$ cat src/rtl/runner_game_sequencer.sv
// Game sequencer for the runner game: owns the IDLE/RUN/OVER FSM and schedules
// the obstacle position, speed ramp, score and jump phase on each frame tick.
//
//   state  | meaning
//   -------+-----------------------------------------------------------------
//   S_IDLE | after reset; waits for a start press, jump presses are dropped
//   S_RUN  | obstacle moves, score counts, jumps play out; collision ends it
//   S_OVER | all outputs frozen, game_over=1; a start press restarts the game
module runner_game_sequencer #(
    parameter int OBS_START_X    = 800,
    parameter int SPEED_INIT     = 1,
    parameter int SPEED_MAX      = 15,
    parameter int JUMP_STEPS     = 21,
    parameter int TICKS_PER_STEP = 6,
    parameter int SCORE_W        = 14
) (
    input  logic               clk,
    input  logic               rst,
    input  logic               frame_tick,
    input  logic               start_btn,
    input  logic               jump_btn,
    input  logic               collision,
    output logic [1:0]         state,
    output logic               jump_active,
    output logic [4:0]         jump_idx,
    output logic [9:0]         obs_x,
    output logic [4:0]         speed,
    output logic [SCORE_W-1:0] score,
    output logic               game_over
);

    localparam int CNT_W = $clog2(TICKS_PER_STEP + 1);

    localparam logic [9:0]       OBS_RELOAD = 10'(OBS_START_X);
    localparam logic [4:0]       SPEED_RST  = 5'(SPEED_INIT);
    localparam logic [4:0]       SPEED_TOP  = 5'(SPEED_MAX);
    localparam logic [4:0]       IDX_LAST   = 5'(JUMP_STEPS - 1);
    localparam logic [CNT_W-1:0] CNT_LAST   = CNT_W'(TICKS_PER_STEP - 1);

    typedef enum logic [1:0] {
        S_IDLE = 2'd0,
        S_RUN  = 2'd1,
        S_OVER = 2'd2
    } game_state_t;

    game_state_t        state_q, state_d;
    logic               jump_active_q, jump_active_d;
    logic [4:0]         jump_idx_q, jump_idx_d;
    logic [CNT_W-1:0]   tick_cnt_q, tick_cnt_d;
    logic [9:0]         obs_x_q, obs_x_d;
    logic [4:0]         speed_q, speed_d;
    logic [SCORE_W-1:0] score_q, score_d;

    logic start_q, jump_q;
    logic start_pend_q, jump_pend_q;
    logic start_req, jump_req;

    // A press landing on the tick cycle itself is folded in so it is not lost.
    assign start_req = start_pend_q | (start_btn & ~start_q);
    assign jump_req  = jump_pend_q  | (jump_btn  & ~jump_q);

    always_ff @(posedge clk or posedge rst) begin
        if (rst) begin
            start_q      <= 1'b0;
            jump_q       <= 1'b0;
            start_pend_q <= 1'b0;
            jump_pend_q  <= 1'b0;
        end else begin
            start_q      <= start_btn;
            jump_q       <= jump_btn;
            start_pend_q <= frame_tick ? 1'b0 : start_req;
            jump_pend_q  <= frame_tick ? 1'b0 : jump_req;
        end
    end

    always_ff @(posedge clk or posedge rst) begin
        if (rst) begin
            state_q       <= S_IDLE;
            jump_active_q <= 1'b0;
            jump_idx_q    <= 5'd0;
            tick_cnt_q    <= '0;
            obs_x_q       <= OBS_RELOAD;
            speed_q       <= SPEED_RST;
            score_q       <= '0;
        end else begin
            state_q       <= state_d;
            jump_active_q <= jump_active_d;
            jump_idx_q    <= jump_idx_d;
            tick_cnt_q    <= tick_cnt_d;
            obs_x_q       <= obs_x_d;
            speed_q       <= speed_d;
            score_q       <= score_d;
        end
    end

    always_comb begin
        state_d       = state_q;
        jump_active_d = jump_active_q;
        jump_idx_d    = jump_idx_q;
        tick_cnt_d    = tick_cnt_q;
        obs_x_d       = obs_x_q;
        speed_d       = speed_q;
        score_d       = score_q;

        if (frame_tick) begin
            unique case (state_q)
                S_IDLE, S_OVER: begin
                    if (start_req) begin
                        state_d       = S_RUN;
                        obs_x_d       = OBS_RELOAD;
                        speed_d       = SPEED_RST;
                        score_d       = '0;
                        jump_active_d = 1'b0;
                        jump_idx_d    = 5'd0;
                        tick_cnt_d    = '0;
                    end
                end
                S_RUN: begin
                    if (collision) begin
                        state_d = S_OVER;
                    end else begin
                        // Compare before subtracting so obs_x can never wrap below zero.
                        if (obs_x_q <= {5'd0, speed_q}) begin
                            obs_x_d = OBS_RELOAD;
                            if (speed_q < SPEED_TOP) speed_d = speed_q + 5'd1;
                            if (score_q != '1) score_d = score_q + SCORE_W'(1);
                        end else begin
                            obs_x_d = obs_x_q - {5'd0, speed_q};
                        end

                        if (!jump_active_q) begin
                            if (jump_req) begin
                                jump_active_d = 1'b1;
                                jump_idx_d    = 5'd0;
                                tick_cnt_d    = '0;
                            end
                        end else if (tick_cnt_q == CNT_LAST) begin
                            tick_cnt_d = '0;
                            if (jump_idx_q == IDX_LAST) begin
                                jump_active_d = 1'b0;
                                jump_idx_d    = 5'd0;
                            end else begin
                                jump_idx_d = jump_idx_q + 5'd1;
                            end
                        end else begin
                            tick_cnt_d = tick_cnt_q + CNT_W'(1);
                        end
                    end
                end
                default: state_d = S_IDLE;
            endcase
        end
    end

    assign state       = state_q;
    assign jump_active = jump_active_q;
    assign jump_idx    = jump_idx_q;
    assign obs_x       = obs_x_q;
    assign speed       = speed_q;
    assign score       = score_q;
    assign game_over   = (state_q == S_OVER);

endmodule

$ cat config.mk
export PLATFORM = sky130hd
export DESIGN_NAME = runner_game_sequencer
export DESIGN_NICKNAME = d
export VERILOG_FILES = /design/src/rtl/runner_game_sequencer.sv
export SDC_FILE = /design/constraint.sdc
export NUM_CORES = 1
export LEC_CHECK = 0
export CAP_MARGIN = 20
export CORE_UTILIZATION = 43
export DETAILED_ROUTE_END_ITERATION = 7
export GPL_TIMING_DRIVEN = 0
export PLACE_DENSITY = 0.67
export SLEW_MARGIN = 15
export SYNTH_ARGS = -nofsm -noshare
export SYNTH_HDL_FRONTEND = slang
export SYNTH_SLANG_ARGS = --single-unit
$ cat constraint.sdc
create_clock -name clk -period 3.9 [get_ports clk]
set_clock_uncertainty 0.15 [all_clocks]
set_input_delay 0.39 -clock clk [delete_from_list [all_inputs] [get_ports clk]]
set_output_delay 0.39 -clock clk [all_outputs]
set_load 0.005 [all_outputs]
# ---- Word level (Yosys, flattened, before mapping)
# Cells that the tools add are included.
dict set report classes {
  addsub 5
  n_lt_le_gt_ge 2
  n_eq_ne 13
  muxes 39
  bitwise 6
  reduce_logical 9
}
# operator count
set ops {}
lappend ops {{2-to-1 mux 14 bit} 4}
lappend ops {{2-to-1 mux 5 bit} 10}
lappend ops {{2-to-1 mux 10 bit} 3}
lappend ops {{one-hot mux 14 bit (2 select lines)} 1}
lappend ops {{one-hot mux 10 bit (2 select lines)} 1}
lappend ops {{one-hot mux 5 bit (2 select lines)} 2}
lappend ops {{AND reduction 6 bit} 3}
lappend ops {{2-to-1 mux 3 bit} 5}
lappend ops {{adder 14 x 1 -> 14 bit (second input constant)} 1}
lappend ops {{inequality test 14 bit (second input constant)} 1}
lappend ops {{inequality test 2 bit (second input constant)} 6}
lappend ops {{adder 5 x 1 -> 5 bit (second input constant)} 2}
lappend ops {{less-or-equal comparator 10 x 5 -> 1 bit} 1}
lappend ops {{subtractor 10 x 5 -> 10 bit} 1}
lappend ops {{2-to-1 mux 1 bit} 8}
lappend ops {{inequality test 3 bit (second input constant)} 2}
lappend ops {{one-hot mux 3 bit (2 select lines)} 1}
lappend ops {{== test 5 bit (second input constant)} 1}
lappend ops {{< comparator 5 x 4 -> 1 bit (second input constant)} 1}
lappend ops {{AND reduction 5 bit} 1}
lappend ops {{2-to-1 mux 2 bit} 2}
lappend ops {{one-hot mux 2 bit (2 select lines)} 1}
lappend ops {{AND reduction 4 bit} 1}
lappend ops {{adder 3 x 1 -> 3 bit (second input constant)} 1}
lappend ops {{other kinds (11)} 14}
dict set report word_totals {
  ff_bits 44
  input_bits 6
  output_inout_bits 38
  wordCells 85
}

# ---- Longest topological paths before layout
# Gate-level depths: netlist of the first run.
dict set report logic_depth {
  word_depth 7
  ltp_mapped 12
}

# ---- Worst setup path after synthesis of the first run
# No wires, ideal clock.
dict set report synth_timing {
  path_kind {register to register}
  from {register speed_q[0] (netlist: speed[0])}
  to {register score_q[8] (netlist: score[8])}
  setup_ns 0.136
  t_arrival_ns 2.476
  required_time_ns 3.614
  path_slack_ns 1.138
  path_stages_with_launch 12
  path_buffers 3
  synth_period_minus_slack_ns 2.762
  path_cell_list {dfstp_2 > ha_1 > fa_1 > nand2b_1 > a21o_1 > a31oi_1 > or4b_1 > buf_2 > buf_6 > buf_4 > o31ai_1 > a21oi_1}
}
dict set report synth_between {
  elab_chain_cells 3
}
# item line
set synth_lines {}
lappend synth_lines {{start, declared} 51} ;# logic [4:0] speed_q, speed_d;
lappend synth_lines {{start signal, assigned} 91} ;# speed_q <= speed_d;
lappend synth_lines {{less-or-equal comparator 10 x 5 -> 1 bit} 123} ;# if (obs_x_q <= {5'd0, speed_q}) begin
lappend synth_lines {{inequality test 2 bit (no source line)} --}
lappend synth_lines {{AND reduction 6 bit (no source line)} --}
lappend synth_lines {{end signal, assigned} 92} ;# score_q <= score_d;
lappend synth_lines {{end, declared} 52} ;# logic [SCORE_W-1:0] score_q, score_d;
# No other way between the ends.
# A chain may end at the register's enable or synchronous reset.

# ---- Final worst setup path of the first run
# Ends and elaborated chain as after synthesis.

==> results.cfg, run 1 <==
[outcome]
status = finished clean

[global_routing]
grt_max_degree = 31
grt_util_all_layers_pct = 20.4
grt_pass1_vias = 2088
grt_pass1_wl_um = 9860
antenna_found_initial = 0
grt_overflow_total = 0

[sta]
fin_crit_sh_pct = 78.5
slew_viol_final = 0
layout_min_cycle_time_ns = 3.06
max_freq_ghz = 0.326
worst_pin_slew_ns = 0.695
rsz0062_at_grt = no
hold_viol = 0
setup_violations = 0
setup_tns_ns = 0
maxSlewHeadroom_pct = 53.5

[floorplan]
io_pins = 44
die_area_mm2 = 0.00601
fp.dieH_um = 77.6
core_mm2 = 0.00551
chipWidth_um = 77.6
rows = 27
start_util_pct = 44.6

[logic_synthesis]
async_flop_share_pct = 100
syn_nets = 282
synth_edf_count = 0
synth_flop_cell = dfrtp_1
ys_ff_latch = 44
synth_cells = 266
synth_top_area_share_pct = 40.8
synth_top_cell_by_area = dfrtp_1
avgSynthCellArea_um2 = 9.23
synth_seq_area_share_pct = 45.1
yosysWarnings = 0
synth_area_leaders = dfrtp_1 41%, ha_1 4.6%, o31ai_1 4.6%
syn_area_mm2 = 0.00245
synth.distinct_cells = 53

[final_layout]
seq_area_mm2 = 0.00111
n_antenna_cell = 0
fill_cells = 517
mostFrequentLayoutCells = 43 x clkdlybuf4s50_1, 40 x dfrtp_1, 26 x nand2_1
area_delta_synth_final_pct = 25.8
final_common_cell = clkdlybuf4s50_1
drive_gt1_share_pct = 7.23
fin_cells = 390
multi_input_area_mm2 = 0.00123
layout.cell_area.non_filler_mm2 = 0.00309
fin_nets = 333

[setup_path]
critPathCaptureType = register
critPathKind = register to register
path_max_fanout = 10
cp.required_ns = 3.91
crit_path_start_kind = register
arrival_ns = 3.07

[clocking]
cts_resized = 0
cts_buffer_depth = 2
ctsHoldBuffers = 0
htree_levels = 2
cts.sinks = 44
cts_root_buf = clkbuf_8
clock_latency_ns = 0.30
cts_buffers = 5
clkSlewWorstSetupHoldPaths_ns = 0.09
cts_tree = done
post_cts_buffers = 0

[power_and_ir_drop]
power_switching_mw = 0.681
internal-power_mw = 1.08
irDropWorstVdd_mv = 0.385
p_seq_share_pct = 38.3
p_comb_share_pct = 44.8
power.density_mw_per_mm2 = 570
switching_share_pct = 38.7
clkPwrFrac_pct = 16.9
p_leak_nw = 1.26

[job]
drv_cap = 0

[routing]
drc = 0
via_count = 2251
routed-wl-met2_um = 2750
via_per_inst = 5.77
highest_layer = met4
drt_iter0_markers = 119
wl_per_cell_um = 14.8
antenna_left = 0
routed_wl_um = 5780
wl_met1_um = 2770
met3_length_um = 165
first_pass_iters = 4

[place]
gp_congestion = 0.893
place_inst = 382
dp_hpwl_um = 4160
port_buffers = 43
dpl-instance-area_mm2 = 0.00300

[min_path]
hold_class = input port to asynchronous set/reset pin
-- logic make-up after synthesis --
| kind of cell | after synthesis | synth area share (%) |
|---|---|---|
| simple gates | 101 | 22.6 |
| compound gates | 81 | 20.3 |
| flops | 44 | 45.1 |
| buf+inv | 25 | 4.64 |
| fa+ha+maj | 10 | 5.40 |
| xor+xnor | 3 | 1.07 |
| mux | 2 | 0.866 |
-- power groups by stage --
| stage | logic, mW | clock network, mW | registers (mW) |
|---|---|---|---|
| detailed placement | 0.783 | 0 | 0.681 |
| floorplan | 0.493 | 0 | 0.662 |
| global placement | 0.771 | 0 | 0.680 |
| finish | 0.788 | 0.297 | 0.674 |
| CTS | 0.789 | 0.309 | 0.674 |
| global route | 0.894 | 0.324 | 0.694 |
-- routing by layer --
layer | track usage [%] | up-vias
met1 | 27.8 | 1102
met5 | 0 | -
met3 | 3.29 | 9
met4 | 5.66 | 0
met2 | 33.6 | 52
li1 | - | 1088
-- synth_stat cells (2+ instances only) --
library cell,count
nand4b_1,2
nand2_1,26
dfrtp_1,40
nor2_1,13
ha_1,9
and2_1,3
nor2b_1,5
and2b_1,2
and3_1,2
nor4_1,3
buf_6,2
o22ai_1,3
a21oi_1,20
or3_1,6
o31ai_1,15
o21ai_1,8
o41ai_1,2
inv_1,15
nand2b_1,2
a211oi_1,2
nand3_1,11
a21o_1,3
o21ai_0,17
clkbuf_1,6
or4_1,8
nand4_1,6
dfstp_2,4
nand3b_1,2
a31oi_1,3
xor2_1,2
nor3_1,2
-- area by class of cell --
type                       count  share of cell area [%]
tap                           72                    2.92
multi-input combinational    197                    40.0
clock buffer                   6                    2.67
sequential                    44                    35.8
buffer                        10                    1.86
timing repair buffer          44                    14.6
clock inverter                 2                   0.324
inverter                      15                    1.82
-- through the flow --
| stage | util [%] | hold slack [ns] | power [mW] | setup slack [ns] |
|---|---|---|---|---|
| 6_report | 56.1 | 0.234 | 1.76 | 0.837 |
| 5_1_grt | 56.1 | 0.261 | 1.91 | 0.631 |
| 4_1_cts | 56.1 | 0.245 | 1.77 | 0.818 |
| 3_5_place_dp | 54.4 | 0.337 | 1.46 | 0.626 |
| 3_3_place_gp | 54.0 | 0.332 | 1.45 | 0.648 |
| 2_1_floorplan | - | 0.271 | 1.15 | 1.14 |
-- sequential cells by signal, summed over array words and instances (netlist names) --
signal,cells
jump_active,1
jump_idx,5
jump_pend_q,1
jump_q,1
obs_x,10
score,14
speed,5
start_pend_q,1
start_q,1
state,2
tick_cnt_q,3
-- worst max-delay path, cell delays in order (launching register included) --
cell	delay [ns]
dfstp_2	0.60
ha_1	0.20
fa_1	0.20
nand2b_1	0.17
a21o_1	0.15
a31oi_1	0.16
or4b_1	0.49
buf_2	0.19
buf_6	0.15
buf_4	0.17
o31ai_1	0.19
a21oi_1	0.09
-- path summary, 6_finish.rpt --
kind,startpoint,end,slack [ns],depth (start not counted)
hold / removal,rst,jump_idx[4],0.23,2
setup reg to reg,speed[0],score[8],0.84,11
max in group asynchronous,rst,obs_x[5],2.82,3
setup / recovery,speed[0],score[8],0.84,11
hold reg to reg,jump_pend_q,jump_pend_q,0.36,2
min in group clk,jump_pend_q,jump_pend_q,0.36,2
No activity file was read; power rests on OpenSTA's default activity.
==> run 2, diff against run 1 <==
==> constraint.sdc (replaced) <==
create_clock -name clk -period 3.2 [get_ports clk]
set_clock_uncertainty 0.15 [all_clocks]
set_input_delay 0.32 -clock clk [delete_from_list [all_inputs] [get_ports clk]]
set_output_delay 0.32 -clock clk [all_outputs]
set_load 0.005 [all_outputs]
==> results.cfg, run 2 (synthesized netlist as in run 1, its figures left out) <==
[outcome]
status = finished clean

[final_layout]
fin_nets = 335
drive_gt1_share_pct = 8.13
final_common_cell = clkdlybuf4s50_1
fin_util_pct = 56.5
fin_cells = 392
mostFrequentLayoutCells = 43 x clkdlybuf4s50_1, 40 x dfrtp_1, 26 x nand2_1
largest_reg_flops = 14
area_delta_synth_final_pct = 26.7
n_antenna_cell = 0

[global_routing]
grt_util_all_layers_pct = 20.4
grt_pass1_vias = 2088
grt_max_degree = 31
antenna_found_initial = 0
grt_pass1_wl_um = 9860
grt_overflow_total = 0

[routing]
via_per_inst = 5.76
drt_iter0_markers = 126
drc = 0
routed_wl_um = 5800
via_count = 2257
wl_per_cell_um = 14.8
first_pass_iters = 4
antenna_left = 0

[sta]
rsz0062_at_grt = no
layout_min_cycle_time_ns = 2.98
worst_pin_slew_ns = 0.693
setup_violations = 0
fin_crit_sh_pct = 93.3
hold_viol = 0
max_freq_ghz = 0.335
maxSlewHeadroom_pct = 53.6
slew_viol_final = 0
setup_tns_ns = 0

[clocking]
cts_root_buf = clkbuf_8
cts_buffers = 5
cts_tree = done
cts_buffer_depth = 2
clock_latency_ns = 0.29
ctsHoldBuffers = 0
htree_levels = 2
clkSlewWorstSetupHoldPaths_ns = 0.08
cts.sinks = 44

[power_and_ir_drop]
clkPwrFrac_pct = 16.7
p_seq_share_pct = 37.9
power.density_mw_per_mm2 = 694
irDropWorstVdd_mv = 0.466
p_leak_nw = 1.27
switching_share_pct = 38.5
p_comb_share_pct = 45.4
power_switching_mw = 0.831
internal-power_mw = 1.33

[setup_path]
cp.required_ns = 3.21
critPathCaptureType = register
arrival_ns = 2.99
critPathKind = register to register
path_max_fanout = 10
crit_path_start_kind = register

[job]
drv_cap = 0

[place]
place_inst = 382
port_buffers = 43
gp_congestion = 0.893
dp_hpwl_um = 4160

[floorplan]
fp.dieH_um = 77.6
chipWidth_um = 77.6
die_area_mm2 = 0.00601
core_mm2 = 0.00551
start_util_pct = 44.6
rows = 27
io_pins = 44

[min_path]
hold_class = input port to asynchronous set/reset pin
==> run 2: per-stage QoR <==
step	setup slack (ns)	area, um^2	power (mW)	hold WS (ns)
floorplan	0.438	2450	1.41	0.201
global placement	0.0176	2980	1.77	0.332
detailed placement	-0.00433	3000	1.78	0.337
CTS	0.118	3090	2.16	0.175
global route	0.0238	3110	2.35	0.191
finish	0.216	3110	2.16	0.166
==> run 2: layer usage <==
layer	global-route usage (%)	wire length (um)	vias to the layer above
met4	5.66	74	0
met2	33.6	2750	45
li1	-	-	1096
met5	0	0	-
met3	3.29	155	7
met1	27.8	2810	1109
==> run 2: layout make-up <==
type                    instances  area, um^2
clock buffers                   6        82.6
repair buffers                 46         465
flip-flops and latches         44        1110
plain buffers                  10        57.6
well taps                      72        90.1
multi-input cells             197        1240
fillers                       516        2400
clock inverters                 2        10.0
inverters                      15        56.3
==> run 2: power groups by stage <==
| stage | clock, mW | combinational, mW | sequential (mW) |
|---|---|---|---|
| after CTS | 0.376 | 0.962 | 0.822 |
| final | 0.361 | 0.979 | 0.818 |
| after global routing | 0.395 | 1.11 | 0.843 |
| after global placement | 0 | 0.940 | 0.829 |
| after floorplan | 0 | 0.600 | 0.807 |
| after detailed placement | 0 | 0.954 | 0.830 |
==> run 2: path summary, 6_finish.rpt <==
kind | slack [ns] | from | to | cells past startpoint
max | 0.22 | speed[0] | score[8] | 11
min | 0.17 | rst | jump_idx[4] | 2
max reg2reg | 0.22 | speed[0] | score[8] | 11
min reg2reg | 0.35 | jump_pend_q | jump_pend_q | 2
max in group asynchronous | 2.19 | rst | obs_x[5] | 3
min in group clk | 0.35 | start_btn | start_q | 1
==> run 2: worst max-delay path: stages (launching register included) <==
cell,delay [ns]
dfstp_2,0.57
ha_1,0.19
fa_1,0.20
nand2b_1,0.17
a21o_1,0.16
a31oi_2,0.13
or4b_1,0.47
buf_2,0.19
buf_6,0.15
buf_4,0.17
o31ai_1,0.19
a21oi_1,0.09
==> run 2: timing repair <==
item | CTS | global route
buffers inserted | 0 | 2
hold endpoints to repair | 0 | 0
setup endpoints to repair | 0 | 4
resized for setup | 0 | 1
